### src/rtl/v_mac_multichan.sv
// Multi-channel multiply-accumulate: 3-stage pipeline (input regs, product regs,
// per-channel read-modify-write) with add/subtract, clear-and-load and optional saturation.
module v_mac_multichan #(
   parameter int WA       = 8,
   parameter int WB       = 8,
   parameter int WACC     = 20,
   parameter int CHANNELS = 4,
   parameter int CW       = 2,
   parameter bit SIGNED   = 1'b0,
   parameter bit SATURATE = 1'b0
) (
   input  logic            clk,
   input  logic            reset,
   input  logic            in_valid,
   input  logic [CW-1:0]   ch,
   input  logic            add_sub,
   input  logic            clr,
   input  logic [WA-1:0]   A,
   input  logic [WB-1:0]   B,
   output logic            out_valid,
   output logic [CW-1:0]   ch_out,
   output logic [WACC-1:0] RES,
   output logic            ovf
);

   localparam logic [CW:0] CH_LIMIT = (CW+1)'(CHANNELS);

   // Stage 1: sampled operands and controls
   logic            s1_valid_q, s1_valid_d;
   logic [WA-1:0]   s1_a_q, s1_a_d;
   logic [WB-1:0]   s1_b_q, s1_b_d;
   logic [CW-1:0]   s1_ch_q, s1_ch_d;
   logic            s1_add_q, s1_add_d;
   logic            s1_clr_q, s1_clr_d;

   // Stage 2: extended product and controls
   logic            s2_valid_q, s2_valid_d;
   logic [WACC-1:0] s2_prod_q, s2_prod_d;
   logic [CW-1:0]   s2_ch_q, s2_ch_d;
   logic            s2_add_q, s2_add_d;
   logic            s2_clr_q, s2_clr_d;

   // Stage 3: accumulators and result registers
   logic [WACC-1:0] acc_q [CHANNELS];
   logic [WACC-1:0] acc_d [CHANNELS];
   logic            out_valid_q, out_valid_d;
   logic [CW-1:0]   ch_out_q, ch_out_d;
   logic [WACC-1:0] res_q, res_d;
   logic            ovf_q, ovf_d;

   logic [WACC-1:0] a_w, b_w, base, clamp, result;
   logic [WACC:0]   base_x, prod_x, sum;
   logic            over;

   // NOTE: every combinational output gets a default before any branch, so no latch is inferred.
   always_comb begin
      // Out-of-range channels are dropped here; the bubble still flows down the pipe.
      s1_valid_d = in_valid && ({1'b0, ch} < CH_LIMIT);
      s1_a_d     = A;
      s1_b_d     = B;
      s1_ch_d    = ch;
      s1_add_d   = add_sub;
      s1_clr_d   = clr;
   end

   always_comb begin
      // Widening before the multiply keeps the low WACC bits exact in both modes.
      if (SIGNED) begin
         a_w = WACC'($signed(s1_a_q));
         b_w = WACC'($signed(s1_b_q));
      end else begin
         a_w = WACC'(s1_a_q);
         b_w = WACC'(s1_b_q);
      end
      s2_prod_d  = a_w * b_w;
      s2_valid_d = s1_valid_q;
      s2_ch_d    = s1_ch_q;
      s2_add_d   = s1_add_q;
      s2_clr_d   = s1_clr_q;
   end

   always_comb begin
      base = s2_clr_q ? '0 : acc_q[s2_ch_q];
      if (SIGNED) begin
         base_x = {base[WACC-1], base};
         prod_x = {s2_prod_q[WACC-1], s2_prod_q};
      end else begin
         base_x = {1'b0, base};
         prod_x = {1'b0, s2_prod_q};
      end
      sum = s2_add_q ? (base_x + prod_x) : (base_x - prod_x);

      if (SIGNED) begin
         over  = sum[WACC] ^ sum[WACC-1];
         clamp = sum[WACC] ? {1'b1, {(WACC-1){1'b0}}} : {1'b0, {(WACC-1){1'b1}}};
      end else begin
         // Carry on add or borrow on subtract both land in the extra bit.
         over  = sum[WACC];
         clamp = s2_add_q ? '1 : '0;
      end
      result = (over && SATURATE) ? clamp : sum[WACC-1:0];

      acc_d       = acc_q;
      out_valid_d = s2_valid_q;
      ch_out_d    = ch_out_q;
      res_d       = res_q;
      ovf_d       = ovf_q;
      if (s2_valid_q) begin
         acc_d[s2_ch_q] = result;
         ch_out_d       = s2_ch_q;
         res_d          = result;
         ovf_d          = over;
      end
   end

   // NOTE: sequential state uses non-blocking assignments so all stages update from pre-edge values.
   always_ff @(posedge clk or negedge reset) begin
      if (!reset) begin
         s1_valid_q  <= 1'b0;
         s1_a_q      <= '0;
         s1_b_q      <= '0;
         s1_ch_q     <= '0;
         s1_add_q    <= 1'b0;
         s1_clr_q    <= 1'b0;
         s2_valid_q  <= 1'b0;
         s2_prod_q   <= '0;
         s2_ch_q     <= '0;
         s2_add_q    <= 1'b0;
         s2_clr_q    <= 1'b0;
         // NOTE: the accumulator array is architectural state that must read 0 after reset, so it is reset here.
         for (int i = 0; i < CHANNELS; i++) acc_q[i] <= '0;
         out_valid_q <= 1'b0;
         ch_out_q    <= '0;
         res_q       <= '0;
         ovf_q       <= 1'b0;
      end else begin
         s1_valid_q  <= s1_valid_d;
         s1_a_q      <= s1_a_d;
         s1_b_q      <= s1_b_d;
         s1_ch_q     <= s1_ch_d;
         s1_add_q    <= s1_add_d;
         s1_clr_q    <= s1_clr_d;
         s2_valid_q  <= s2_valid_d;
         s2_prod_q   <= s2_prod_d;
         s2_ch_q     <= s2_ch_d;
         s2_add_q    <= s2_add_d;
         s2_clr_q    <= s2_clr_d;
         acc_q       <= acc_d;
         out_valid_q <= out_valid_d;
         ch_out_q    <= ch_out_d;
         res_q       <= res_d;
         ovf_q       <= ovf_d;
      end
   end

   assign out_valid = out_valid_q;
   assign ch_out    = ch_out_q;
   assign RES       = res_q;
   assign ovf       = ovf_q;

endmodule

### config.mk
export PLATFORM = sky130hd
export DESIGN_NAME = v_mac_multichan
export DESIGN_NICKNAME = d
export VERILOG_FILES = /design/src/rtl/v_mac_multichan.sv
export SDC_FILE = /design/constraint.sdc
export NUM_CORES = 1
export LEC_CHECK = 0
export BUFFER_PORTS_ARGS = -buffer_cell sky130_fd_sc_hd__buf_2
export CAP_MARGIN = 0
export CORE_ASPECT_RATIO = 0.75
export CORE_MARGIN = 2
export CORE_UTILIZATION = 30
export DETAILED_ROUTE_END_ITERATION = 6
export HOLD_SLACK_MARGIN = 0.15
export PLACE_DENSITY_LB_ADDON = 0.25
export SLEW_MARGIN = 30
export SYNTH_ARGS = -nofsm -noshare
export SYNTH_HDL_FRONTEND = slang
export SYNTH_SLANG_ARGS = --single-unit
### constraint.sdc
create_clock -name clk -period 8.2 [get_ports clk]
set_input_delay 0.41 -clock clk [delete_from_list [all_inputs] [get_ports clk]]
set_output_delay 0.41 -clock clk [all_outputs]
set_load 0.01 [all_outputs]
==> impl_metrics.env <==
export IMPL_dr_pass1_iters=5
export IMPL_fmax_mhz=224.5
export IMPL_htree_levels=4
export IMPL_initial_core_util_pct=30.60
export IMPL_areaGrowthSynthToFinish_pct=15.11
export IMPL_overflow=0
export IMPL_tritoncts="done"
export IMPL_cellPowerDensity_nw_per_um2=328.4
export IMPL_outcome="finished clean"
export IMPL_synthFlopType="dfrtp_1"
export IMPL_synth_fp_nets=1052
export IMPL_preCtsSetupSlack_ns=3.716
export IMPL_wl_um=21990
export IMPL_startpoint_type="flop"
export IMPL_required_ns=8.48
export IMPL_grt_max_degree=81
export IMPL_ff_latch_area_um2=3654
export IMPL_first_global_vias=6700
export IMPL_numCtsBuffers=17
export IMPL_fill_cells=3080
export IMPL_cts_root_buffer="clkbuf_16"
export IMPL_yosysWarnings=0
export IMPL_viasPerCell=4.847
export IMPL_whs_path_depth=0
export IMPL_rsz0062_at_grt="false"
export IMPL_skew_ns=0.01400
export IMPL_hold_violations=0
export IMPL_slowest_delay_ns=0.76
export IMPL_final_max_slew_viol_count=0
export IMPL_slowest_stage="a21oi_1"
export IMPL_yosysSeqAreaShare_pct=39.52
export IMPL_syn_area_um2=9244
export IMPL_path_class="reg -> reg"
export IMPL_dp_cells=1339
export IMPL_antenna_left=0
export IMPL_tightest_slew_ns=0.9113
export IMPL_num_rows=55
export IMPL_layout_nets=1098
export IMPL_track_usage_pct=14.66
export IMPL_yosys_top_cells_area="dfrtp_1 40%, fa_1 8.0%, ha_1 7.7%"
export IMPL_num_antenna_cells=0
export IMPL_ioPinCount=47
export IMPL_fp_dieW_um=206.7
export IMPL_worstPathArrival_ns=4.74
export IMPL_netlist_area_leader_share_pct=39.52
export IMPL_critPathCaptureType="flop"
export IMPL_clock_sinks=146
export IMPL_fin_cells=1392
export IMPL_hpwlAfterDp_um=15530
export IMPL_clk_pin_slew_ns=0.07
export IMPL_synthCells=935
export IMPL_post_route_min_period_ns=4.453
export IMPL_hold_path_class="reg -> reg"
export IMPL_core_area_um2=30210
export IMPL_maxCapViolCount=0
export IMPL_max_slew_margin_pct=39.18
export IMPL_drtIter0Drc=464
export IMPL_synth_edf_count=0
export IMPL_avgRoutedWirePerCell_um=15.80
export IMPL_drive_above_1_share_pct=12.79
export IMPL_yosysTopAreaCell="dfrtp_1"
export IMPL_synth_avg_cell_area_um2=9.886
export IMPL_crit_chain="or4_1 -> or3_2 -> nor3_1 -> nor2_1 -> xor2_1 -> ha_1 -> a21oi_1 -> o221a_2 -> o31ai_2 -> buf_4 -> xnor2_1 -> o21ai_0"
export IMPL_insertion_delay_ns=0.43
export IMPL_multi_input_comb_area_um2=5154
export IMPL_synth_cell_type_count=63
export IMPL_antenna_found_initial=0
export IMPL_setup_slack_ns=3.747
export IMPL_cts_buffer_depth=2
export IMPL_synth_seq_cells=146
export IMPL_finalSetupTns_ns=0
export IMPL_die_area_um2=32250
export IMPL_finalSetupViolCount=0
export IMPL_remaining_drc_errors=0
export IMPL_reg2reg_depth=12
export IMPL_synth_async_reset_ratio_pct=100.0
export IMPL_vdd_drop_max_mv=0.1705
export IMPL_crit_path_max_fanout=20
export IMPL_period_share_pct=54.31
export IMPL_grt_pass1_wl_um=36700
export IMPL_dieHeight_um=156.0
export IMPL_routabilityCongestion=0.8462
export IMPL_via_count=6747
export IMPL_p_leak_nw=4.828
export IMPL_port_buffer_count=46
## repair_timing
item | 4_1_cts | 5_1_grt
hold buffers | 22 | 0
resized for setup | 0 | 0
setup buffers | 0 | 0
hold endpoints to repair | 100 | 0
## metrics by stage
stage / util (%) / hold slack (ns) / total power [mW] / instance area [um2]
global route: 35.22 / 0.3539 / 3.799 / 10640
floorplan: - / 0.1144 / 2.254 / 9244
global placement: 32.52 / 0.3320 / 2.694 / 9824
finish: 35.22 / 0.3479 / 3.494 / 10640
CTS: 35.22 / 0.3487 / 3.531 / 10640
detailed placement: 32.52 / 0.3347 / 2.703 / 9824
## where the power goes
part / leakage, nW / switching, mW / internal [mW]
Sequential: 1.78 / 0.166 / 0.992
Combinational: 2.76 / 0.921 / 0.621
Clock: 0.289 / 0.322 / 0.473
## critical path: cells and delay by family, from the launching register on
| kind | cells | cell delay [ns] |
|---|---|---|
| buffers and inverters | 1 | 0.21 |
| AOI/OAI and AO/OA | 4 | 1.31 |
| and+or+nand+nor | 4 | 1.39 |
| xor gates and xnor gates | 2 | 0.58 |
| DFF | 1 | 0.41 |
| adders and majority gates | 1 | 0.41 |
## cell usage in the layout (no fill, tap or decap), types with 9 or more instances in the layout
master	synthesis	final
and2_1	53	53
nor2_1	27	27
ha_1	57	57
mux2_2	9	9
xor2_1	19	19
clkbuf_16	0	17
nand3_1	20	19
nor2b_1	20	20
dfrtp_1	146	146
nand4_1	11	11
nor3_1	25	25
mux4_2	20	20
xnor2_1	21	21
o21ai_0	77	77
fa_1	37	37
inv_1	59	59
o211ai_1	13	13
dlygate4sd3_1	0	22
buf_2	4	45
a21oi_1	41	41
nand2_1	145	145
## path summary, 6_finish.rpt
check / from / to / slack [ns]
setup / recovery: s2_prod_q[2] / acc_q[14] / 3.75
hold / removal: s1_valid_q / out_valid_d / 0.35
setup reg to reg: s2_prod_q[2] / acc_q[14] / 3.75
hold reg to reg: s1_valid_q / out_valid_d / 0.35
max in group asynchronous: reset / acc_q[44] / 6.31
min in group asynchronous: reset / s2_ch_q[0] / 0.57
## synthesized netlist by cell type (2+ instances only)
cell,number
a21o_1,8
a21oi_1,41
a221oi_1,5
a31oi_1,5
a41oi_1,2
and2_1,53
and3_1,7
buf_1,3
buf_2,4
clkbuf_1,38
clkbuf_8,2
dfrtp_1,146
fa_1,37
ha_1,57
inv_1,59
mux2_2,9
mux2i_1,4
mux4_2,20
nand2_1,145
nand3_1,20
nand3b_1,2
nand4_1,11
nor2_1,27
nor2b_1,20
nor3_1,25
nor3b_1,2
o211ai_1,13
o21a_1,3
o21ai_0,77
o21bai_1,3
o311ai_0,4
o31ai_1,9
or2_2,2
or3_1,3
or4_1,3
xnor2_1,21
xor2_1,19
## flip-flops by register name (all words and copies together), names as in the netlist
signal,count
RES,20
acc_q,80
ch_out,2
out_valid,1
out_valid_d,1
ovf,1
s1_a_q,8
s1_add_q,1
s1_b_q,8
s1_ch_q,2
s1_clr_q,1
s1_valid_q,1
s2_add_q,1
s2_ch_q,2
s2_clr_q,1
s2_prod_q,16
## per-layer routing
layer  share of wire, %  track usage (%)  vias to the layer above
met5                  0                0                        -
met4               0.87            3.614                        0
met1                 54            22.98                     3297
met2                 41            20.42                      112
li1                   -                -                     3322
met3                4.1            2.757                       16
## cells by family (layout without fill, tap and decap cells)
kind of cell,Yosys count,in the layout,synth area share (%)
xor+xnor,40,40,3.790
fa+ha+maj,94,94,15.73
mux,33,33,6.402
buf+inv,108,166,4.832
compound gates,183,183,12.06
flops,146,146,39.52
simple gates,331,331,17.66
## layout make-up
cell class                      count  area share (%)
Multi-Input combinational cell    681           48.44
Inverter                           59           2.081
Clock buffer                       20           4.386
Clock inverter                     11           1.211
Tap cell                          399           4.692
Timing Repair Buffer               76           4.857
Sequential cell                   146           34.34
Note: power is estimated with default switching activity, not from simulation.
